### src/rtl/mem_port_arbiter_if.sv
// Requester-side memory port: request/address/data toward the arbiter, ack/read data back.
// The requester uses the master modport and the arbiter uses the slave modport.
interface mem_port_arbiter_if #(
    parameter int ADDR_W = 9,
    parameter int DATA_W = 32
);
    logic              req;
    logic              we;
    logic [ADDR_W-1:0] addr;
    logic [DATA_W-1:0] wdata;
    logic              ack;
    logic [DATA_W-1:0] rdata;

    modport master (output req, output we, output addr, output wdata,
                    input  ack, input  rdata);
    modport slave  (input  req, input  we, input  addr, input  wdata,
                    output ack, output rdata);
endinterface

### src/rtl/mem_port_arbiter.sv
// Two-port (CPU/DMA) arbiter in front of a single-port RAM with RAM_LAT read latency.
// ARB_ROUND_ROBIN_EN selects round-robin tie-breaking; otherwise the CPU always wins ties.
module mem_port_arbiter #(
    parameter int ADDR_W  = 9,
    parameter int DATA_W  = 32,
    parameter int RAM_LAT = 1
) (
    input  logic              clk,
    input  logic              rst_n,
    mem_port_arbiter_if.slave cpu_if,
    mem_port_arbiter_if.slave dma_if,
    output logic              ram_en_o,
    output logic              ram_we_o,
    output logic [ADDR_W-1:0] ram_addr_o,
    output logic [DATA_W-1:0] ram_wdata_o,
    input  logic [DATA_W-1:0] ram_rdata_i,
    output logic              busy_o,
    output logic              owner_o
);
    // state  | meaning
    // IDLE   | arbitrate; latch the winner's request on the grant edge
    // ACCESS | ram_en pulse, ram_we = latched we
    // WAIT   | RAM_LAT cycles; read data captured on the last edge
    // ACK    | owner's ack pulse
    typedef enum logic [1:0] {S_IDLE, S_ACCESS, S_WAIT, S_ACK} state_t;

    localparam logic [2:0] LAT_M1 = 3'(RAM_LAT - 1);

    state_t            state_q;
    logic [2:0]        cnt_q;
    logic              we_q;
    logic              owner_q;
    logic              ram_en_q;
    logic              ram_we_q;
    logic              busy_q;
    logic              cpu_ack_q;
    logic              dma_ack_q;
    logic [ADDR_W-1:0] ram_addr_q;
    logic [DATA_W-1:0] ram_wdata_q;
    logic [DATA_W-1:0] cpu_rdata_q;
    logic [DATA_W-1:0] dma_rdata_q;
    logic              pick_dma_d;
`ifdef ARB_ROUND_ROBIN_EN
    logic              granted_q;
`endif

    always_comb begin
        pick_dma_d = 1'b0;
        if (!cpu_if.req) begin
            pick_dma_d = dma_if.req;
        end
`ifdef ARB_ROUND_ROBIN_EN
        // granted_q keeps the first tie after reset with the CPU
        else begin
            pick_dma_d = dma_if.req & granted_q & ~owner_q;
        end
`endif
    end

    always_ff @(posedge clk or negedge rst_n) begin
        if (!rst_n) begin
            state_q     <= S_IDLE;
            cnt_q       <= '0;
            we_q        <= 1'b0;
            owner_q     <= 1'b0;
            ram_en_q    <= 1'b0;
            ram_we_q    <= 1'b0;
            busy_q      <= 1'b0;
            cpu_ack_q   <= 1'b0;
            dma_ack_q   <= 1'b0;
            ram_addr_q  <= '0;
            ram_wdata_q <= '0;
            cpu_rdata_q <= '0;
            dma_rdata_q <= '0;
`ifdef ARB_ROUND_ROBIN_EN
            granted_q   <= 1'b0;
`endif
        end else begin
            ram_en_q  <= 1'b0;
            ram_we_q  <= 1'b0;
            cpu_ack_q <= 1'b0;
            dma_ack_q <= 1'b0;
            case (state_q)
                S_IDLE: begin
                    if (cpu_if.req || dma_if.req) begin
                        owner_q     <= pick_dma_d;
                        we_q        <= pick_dma_d ? dma_if.we    : cpu_if.we;
                        ram_we_q    <= pick_dma_d ? dma_if.we    : cpu_if.we;
                        ram_addr_q  <= pick_dma_d ? dma_if.addr  : cpu_if.addr;
                        ram_wdata_q <= pick_dma_d ? dma_if.wdata : cpu_if.wdata;
                        ram_en_q    <= 1'b1;
                        busy_q      <= 1'b1;
                        state_q     <= S_ACCESS;
`ifdef ARB_ROUND_ROBIN_EN
                        granted_q   <= 1'b1;
`endif
                    end
                end
                S_ACCESS: begin
                    cnt_q   <= LAT_M1;
                    state_q <= S_WAIT;
                end
                S_WAIT: begin
                    if (cnt_q == 3'd0) begin
                        if (!we_q && owner_q)  dma_rdata_q <= ram_rdata_i;
                        if (!we_q && !owner_q) cpu_rdata_q <= ram_rdata_i;
                        dma_ack_q <= owner_q;
                        cpu_ack_q <= ~owner_q;
                        state_q   <= S_ACK;
                    end else begin
                        cnt_q <= cnt_q - 3'd1;
                    end
                end
                S_ACK: begin
                    busy_q  <= 1'b0;
                    state_q <= S_IDLE;
                end
                default: state_q <= S_IDLE;
            endcase
        end
    end

    assign ram_en_o     = ram_en_q;
    assign ram_we_o     = ram_we_q;
    assign ram_addr_o   = ram_addr_q;
    assign ram_wdata_o  = ram_wdata_q;
    assign busy_o       = busy_q;
    assign owner_o      = owner_q;
    assign cpu_if.ack   = cpu_ack_q;
    assign cpu_if.rdata = cpu_rdata_q;
    assign dma_if.ack   = dma_ack_q;
    assign dma_if.rdata = dma_rdata_q;
endmodule

### src/flat_wrapper.sv
// flat-port wrapper written by rule: the top's interface ports become plain ports
module mem_port_arbiter_flat 
#(
    parameter int ADDR_W  = 9,
    parameter int DATA_W  = 32,
    parameter int RAM_LAT = 1
)
  (clk, rst_n, ram_en_o, ram_we_o, ram_addr_o, ram_wdata_o, ram_rdata_i, busy_o, owner_o, cpu_if_req, cpu_if_we, cpu_if_addr, cpu_if_wdata, cpu_if_ack, cpu_if_rdata, dma_if_req, dma_if_we, dma_if_addr, dma_if_wdata, dma_if_ack, dma_if_rdata);
  mem_port_arbiter_if #(.ADDR_W(ADDR_W), .DATA_W(DATA_W)) cpu_if_i ();
  mem_port_arbiter_if #(.ADDR_W(ADDR_W), .DATA_W(DATA_W)) dma_if_i ();
  input  logic clk;
  input  logic rst_n;
  output logic ram_en_o;
  output logic ram_we_o;
  output logic [ADDR_W-1:0] ram_addr_o;
  output logic [DATA_W-1:0] ram_wdata_o;
  input  logic [DATA_W-1:0] ram_rdata_i;
  output logic busy_o;
  output logic owner_o;
  input wire logic [$bits(cpu_if_i.req)-1:0] cpu_if_req;
  input wire logic [$bits(cpu_if_i.we)-1:0] cpu_if_we;
  input wire logic [$bits(cpu_if_i.addr)-1:0] cpu_if_addr;
  input wire logic [$bits(cpu_if_i.wdata)-1:0] cpu_if_wdata;
  output wire logic [$bits(cpu_if_i.ack)-1:0] cpu_if_ack;
  output wire logic [$bits(cpu_if_i.rdata)-1:0] cpu_if_rdata;
  input wire logic [$bits(dma_if_i.req)-1:0] dma_if_req;
  input wire logic [$bits(dma_if_i.we)-1:0] dma_if_we;
  input wire logic [$bits(dma_if_i.addr)-1:0] dma_if_addr;
  input wire logic [$bits(dma_if_i.wdata)-1:0] dma_if_wdata;
  output wire logic [$bits(dma_if_i.ack)-1:0] dma_if_ack;
  output wire logic [$bits(dma_if_i.rdata)-1:0] dma_if_rdata;
  assign cpu_if_i.req = cpu_if_req;
  assign cpu_if_i.we = cpu_if_we;
  assign cpu_if_i.addr = cpu_if_addr;
  assign cpu_if_i.wdata = cpu_if_wdata;
  assign cpu_if_ack = cpu_if_i.ack;
  assign cpu_if_rdata = cpu_if_i.rdata;
  assign dma_if_i.req = dma_if_req;
  assign dma_if_i.we = dma_if_we;
  assign dma_if_i.addr = dma_if_addr;
  assign dma_if_i.wdata = dma_if_wdata;
  assign dma_if_ack = dma_if_i.ack;
  assign dma_if_rdata = dma_if_i.rdata;
  mem_port_arbiter #(.ADDR_W(ADDR_W), .DATA_W(DATA_W), .RAM_LAT(RAM_LAT)) u_core (.clk(clk), .rst_n(rst_n), .cpu_if(cpu_if_i), .dma_if(dma_if_i), .ram_en_o(ram_en_o), .ram_we_o(ram_we_o), .ram_addr_o(ram_addr_o), .ram_wdata_o(ram_wdata_o), .ram_rdata_i(ram_rdata_i), .busy_o(busy_o), .owner_o(owner_o));
endmodule
### config.mk
export PLATFORM = sky130hd
export DESIGN_NAME = mem_port_arbiter_flat
export DESIGN_NICKNAME = d
export VERILOG_FILES = /design/src/rtl/mem_port_arbiter_if.sv /design/src/rtl/mem_port_arbiter.sv /design/src/flat_wrapper.sv
export SDC_FILE = /design/constraint.sdc
export NUM_CORES = 1
export LEC_CHECK = 0
export ABC_CLOCK_PERIOD_IN_PS = 2900
export BUFFER_PORTS_ARGS = -buffer_cell sky130_fd_sc_hd__buf_2
export CAP_MARGIN = 20
export CORE_ASPECT_RATIO = 0.6
export CORE_MARGIN = 2
export CORE_UTILIZATION = 51
export DETAILED_ROUTE_END_ITERATION = 6
export PLACE_DENSITY = 0.86
export SYNTH_ARGS = -nofsm -noshare
export SYNTH_HDL_FRONTEND = slang
export SYNTH_SLANG_ARGS = --single-unit
### constraint.sdc
create_clock -name clk -period 2.9 [get_ports clk]
set_input_delay 0 -clock clk [delete_from_list [all_inputs] [get_ports clk]]
set_output_delay 0 -clock clk [all_outputs]
set_load 0.01 [all_outputs]
==> flow_metrics.env <==
export IMPL_share_seq_of_total_power=0.352
export IMPL_tns_ns=0
export IMPL_cts_setup_buffers=0
export IMPL_start_util=0.517
export IMPL_syn_to_final_growth_pct=60.7
export IMPL_root_buffer="clkbuf_16"
export IMPL_crit_arrival_ns=2.49
export IMPL_routed_wirelength_um=16500
export IMPL_antenna_found_initial=0
export IMPL_critPathLaunchType="input pin"
export IMPL_dpl_cell_count=721
export IMPL_path_clk_slew_ns=0.06
export IMPL_final_setup_viol_count=0
export IMPL_row_count=28
export IMPL_syn_inst=372
export IMPL_postSynthAreaPerCell_um2=13.5
export IMPL_drc=0
export IMPL_crit_path_end_kind="flop"
export IMPL_fin_cells=872
export IMPL_fmax_ghz=0.441
export IMPL_cellLeakagePower_nw=4.28
export IMPL_grtUsageTotal=0.305
export IMPL_status="finished, final reports clean"
export IMPL_finalHoldViolCount=0
export IMPL_synthArstFlopShare=1.00
export IMPL_clockBufferDepth=2
export IMPL_die_h_um=81.0
export IMPL_fin_util=0.830
export IMPL_ys_warnings_count=0
export IMPL_first_global_vias=4758
export IMPL_tritoncts_num_buffers=17
export IMPL_drtAntennaViolNets=0
export IMPL_clock_latency_ns=0.40
export IMPL_cts_tree="yes"
export IMPL_io_pins=231
export IMPL_multiInputGateArea_um2=1950
export IMPL_fin_crit_ns=2.27
export IMPL_seq_area_frac_synth=0.582
export IMPL_total_power_mw=8.37
export IMPL_num_vias=4555
export IMPL_synth_edff_count=0
export IMPL_ys_types=26
export IMPL_grt_pass1_wl_um=24800
export IMPL_crit_required_ns=3.12
export IMPL_netSwitchingPower_mw=2.86
export IMPL_drv_cap=0
export IMPL_grt_max_degree=71
export IMPL_fin_nets=851
export IMPL_numPortBuffers=230
export IMPL_drt_initial_drc_count=201
export IMPL_hold_class="input pin to flop"
export IMPL_rsz0062_at_grt="no"
export IMPL_peakVddDrop_mv=0.595
export IMPL_pwr_density_cell_nw_per_um2=1040
export IMPL_skew_ns=0.00618
export IMPL_netSwitchingFraction=0.341
export IMPL_die_area_um2=10700
export IMPL_layout_worst_path_cycle_share=0.782
export IMPL_firstDrtPassIters=5
export IMPL_power_frac_clock=0.261
export IMPL_viasPerCell=5.22
export IMPL_p_comb_frac=0.387
export IMPL_yosys_register_bits=117
export IMPL_synthesis_area_um2=5030
export IMPL_seqCellArea_um2=2930
export IMPL_whs_ns=0.0733
export IMPL_htree_levels=4
export IMPL_routedWlPerCell_um=18.9
export IMPL_drv_slew=0
export IMPL_fillers=520
export IMPL_crit_fanout=41
export IMPL_worstSetupPathType="input pin to flop"
export IMPL_die_w_um=132
export IMPL_p_int_mw=5.51
export IMPL_ctsHoldBuffers=118
export IMPL_post_cts_resized=0
export IMPL_synth_nets=500
export IMPL_routabilityCongestion=0.754
export IMPL_coreArea_um2=9740
export IMPL_clock_sinks=117
export IMPL_worst_pin_slew_ns=0.736
export IMPL_synthFlopType="dfrtp_1"
export IMPL_grt_ovfl_total=0
export IMPL_slew_headroom=0.510
export IMPL_drive_above_1_share=0.458
export IMPL_dp_hpwl_um=8820
## area by class of cell
cell class                 instances  area share
sequential                       117       0.362
timing repair buffer             353       0.295
multi-input combinational        226       0.241
clock buffer                      24      0.0620
tap                              135      0.0209
clock inverter                     8      0.0149
inverter                           8     0.00371
antenna                            1    0.000309
## critical path, stage by stage
cell,delay (ns)
dlygate4sd3_1,0.55
buf_2,0.19
nand2b_2,0.13
buf_4,0.57
mux2i_1,0.25
dlygate4sd3_1,0.61
o21ai_0,0.14
## synth_stat cells (2+ instances only)
library cell	number	area, µm²
nand2_1	44	165
buf_12	3	60.1
clkbuf_1	10	37.5
nand2b_1	2	12.5
buf_2	7	35.0
mux2_4	30	450
mux2_2	35	394
nor3b_1	2	15.0
mux2i_1	44	440
a21oi_1	5	25.0
dfrtp_1	117	2930
o21ai_0	45	225
ha_1	8	100
inv_1	8	30.0
## state kept, by name (all words and copies together), names as in the netlist
signal,count
u_core.ram_wdata_o,32
u_core.cpu_if.rdata,32
u_core.cnt_q,3
u_core.state_q,2
u_core.dma_if.ack,1
u_core.we_q,1
u_core.cpu_if.ack,1
u_core.owner_o,1
u_core.ram_we_o,1
u_core.dma_if.rdata,32
u_core.busy_o,1
u_core.ram_en_o,1
u_core.ram_addr_o,9
## layout by cell type, fill, tap and decap left out, types with 2 or more instances in the layout
cell           instances
nand2_1               44
dlygate4sd3_1        118
mux2_2                35
mux2i_1               44
dfrtp_1              117
buf_4                  5
mux2_4                30
a21oi_1                5
inv_1                  8
clkinv_2               3
clkbuf_16             17
o21ai_0               44
clkbuf_1               2
buf_2                229
nor3b_1                2
ha_1                   8
bufinv_16              3
clkbuf_8               5
clkinvlp_4             2
## per-layer routing
| metal | part of all wire | track usage |
|---|---|---|
| met2 | 0.53 | 0.568 |
| met3 | 0.048 | 0.0712 |
| met1 | 0.36 | 0.320 |
| met4 | 0.056 | 0.198 |
| met5 | 0 | 0 |
## worst paths after layout
check	from	endpoint	slack, ns	depth (start not counted)
worst max-delay path	cpu_if_req	u_core.ram_wdata_o[6]	0.63	7
worst min-delay path	dma_if_we	u_core.we_q	0.07	4
worst max register to register	u_core.cnt_q[0]	u_core.cpu_if.rdata[3]	0.71	5
worst min register to register	u_core.ram_wdata_o[4]	u_core.ram_wdata_o[4]	0.48	2
max in group asynchronous	rst_n	u_core.cpu_if.rdata[3]	1.91	3
min in group asynchronous	rst_n	u_core.ram_addr_o[2]	0.19	2
## power groups by stage
| stage | clock network (mW) | logic [mW] | registers [mW] |
|---|---|---|---|
| global placement | 0 | 2.84 | 2.84 |
| finish | 2.18 | 3.24 | 2.95 |
| detailed placement | 0 | 2.95 | 2.89 |
| global route | 2.29 | 3.47 | 3.03 |
| floorplan | 0 | 1.43 | 3.22 |
| CTS | 2.19 | 3.12 | 2.89 |
## per-stage QoR
step	instance area [µm²]	worst slack, ns
3_5_place_dp	6280	0.754
3_3_place_gp	6280	0.841
6_report	8090	0.633
5_1_grt	8080	0.553
2_1_floorplan	5030	1.00
4_1_cts	8080	0.750
## cells by family (layout without fill, tap and decap cells)
| logic type | after synthesis | in the layout | synth area share |
|---|---|---|---|
| simple gates | 57 | 57 | 0.0552 |
| mux | 109 | 109 | 0.255 |
| flops | 117 | 117 | 0.582 |
| buf+inv | 29 | 393 | 0.0346 |
| fa+ha+maj | 8 | 8 | 0.0199 |
| compound gates | 52 | 52 | 0.0534 |
| other cells | 0 | 1 | 0 |
Note: power is estimated with default switching activity, not from simulation.
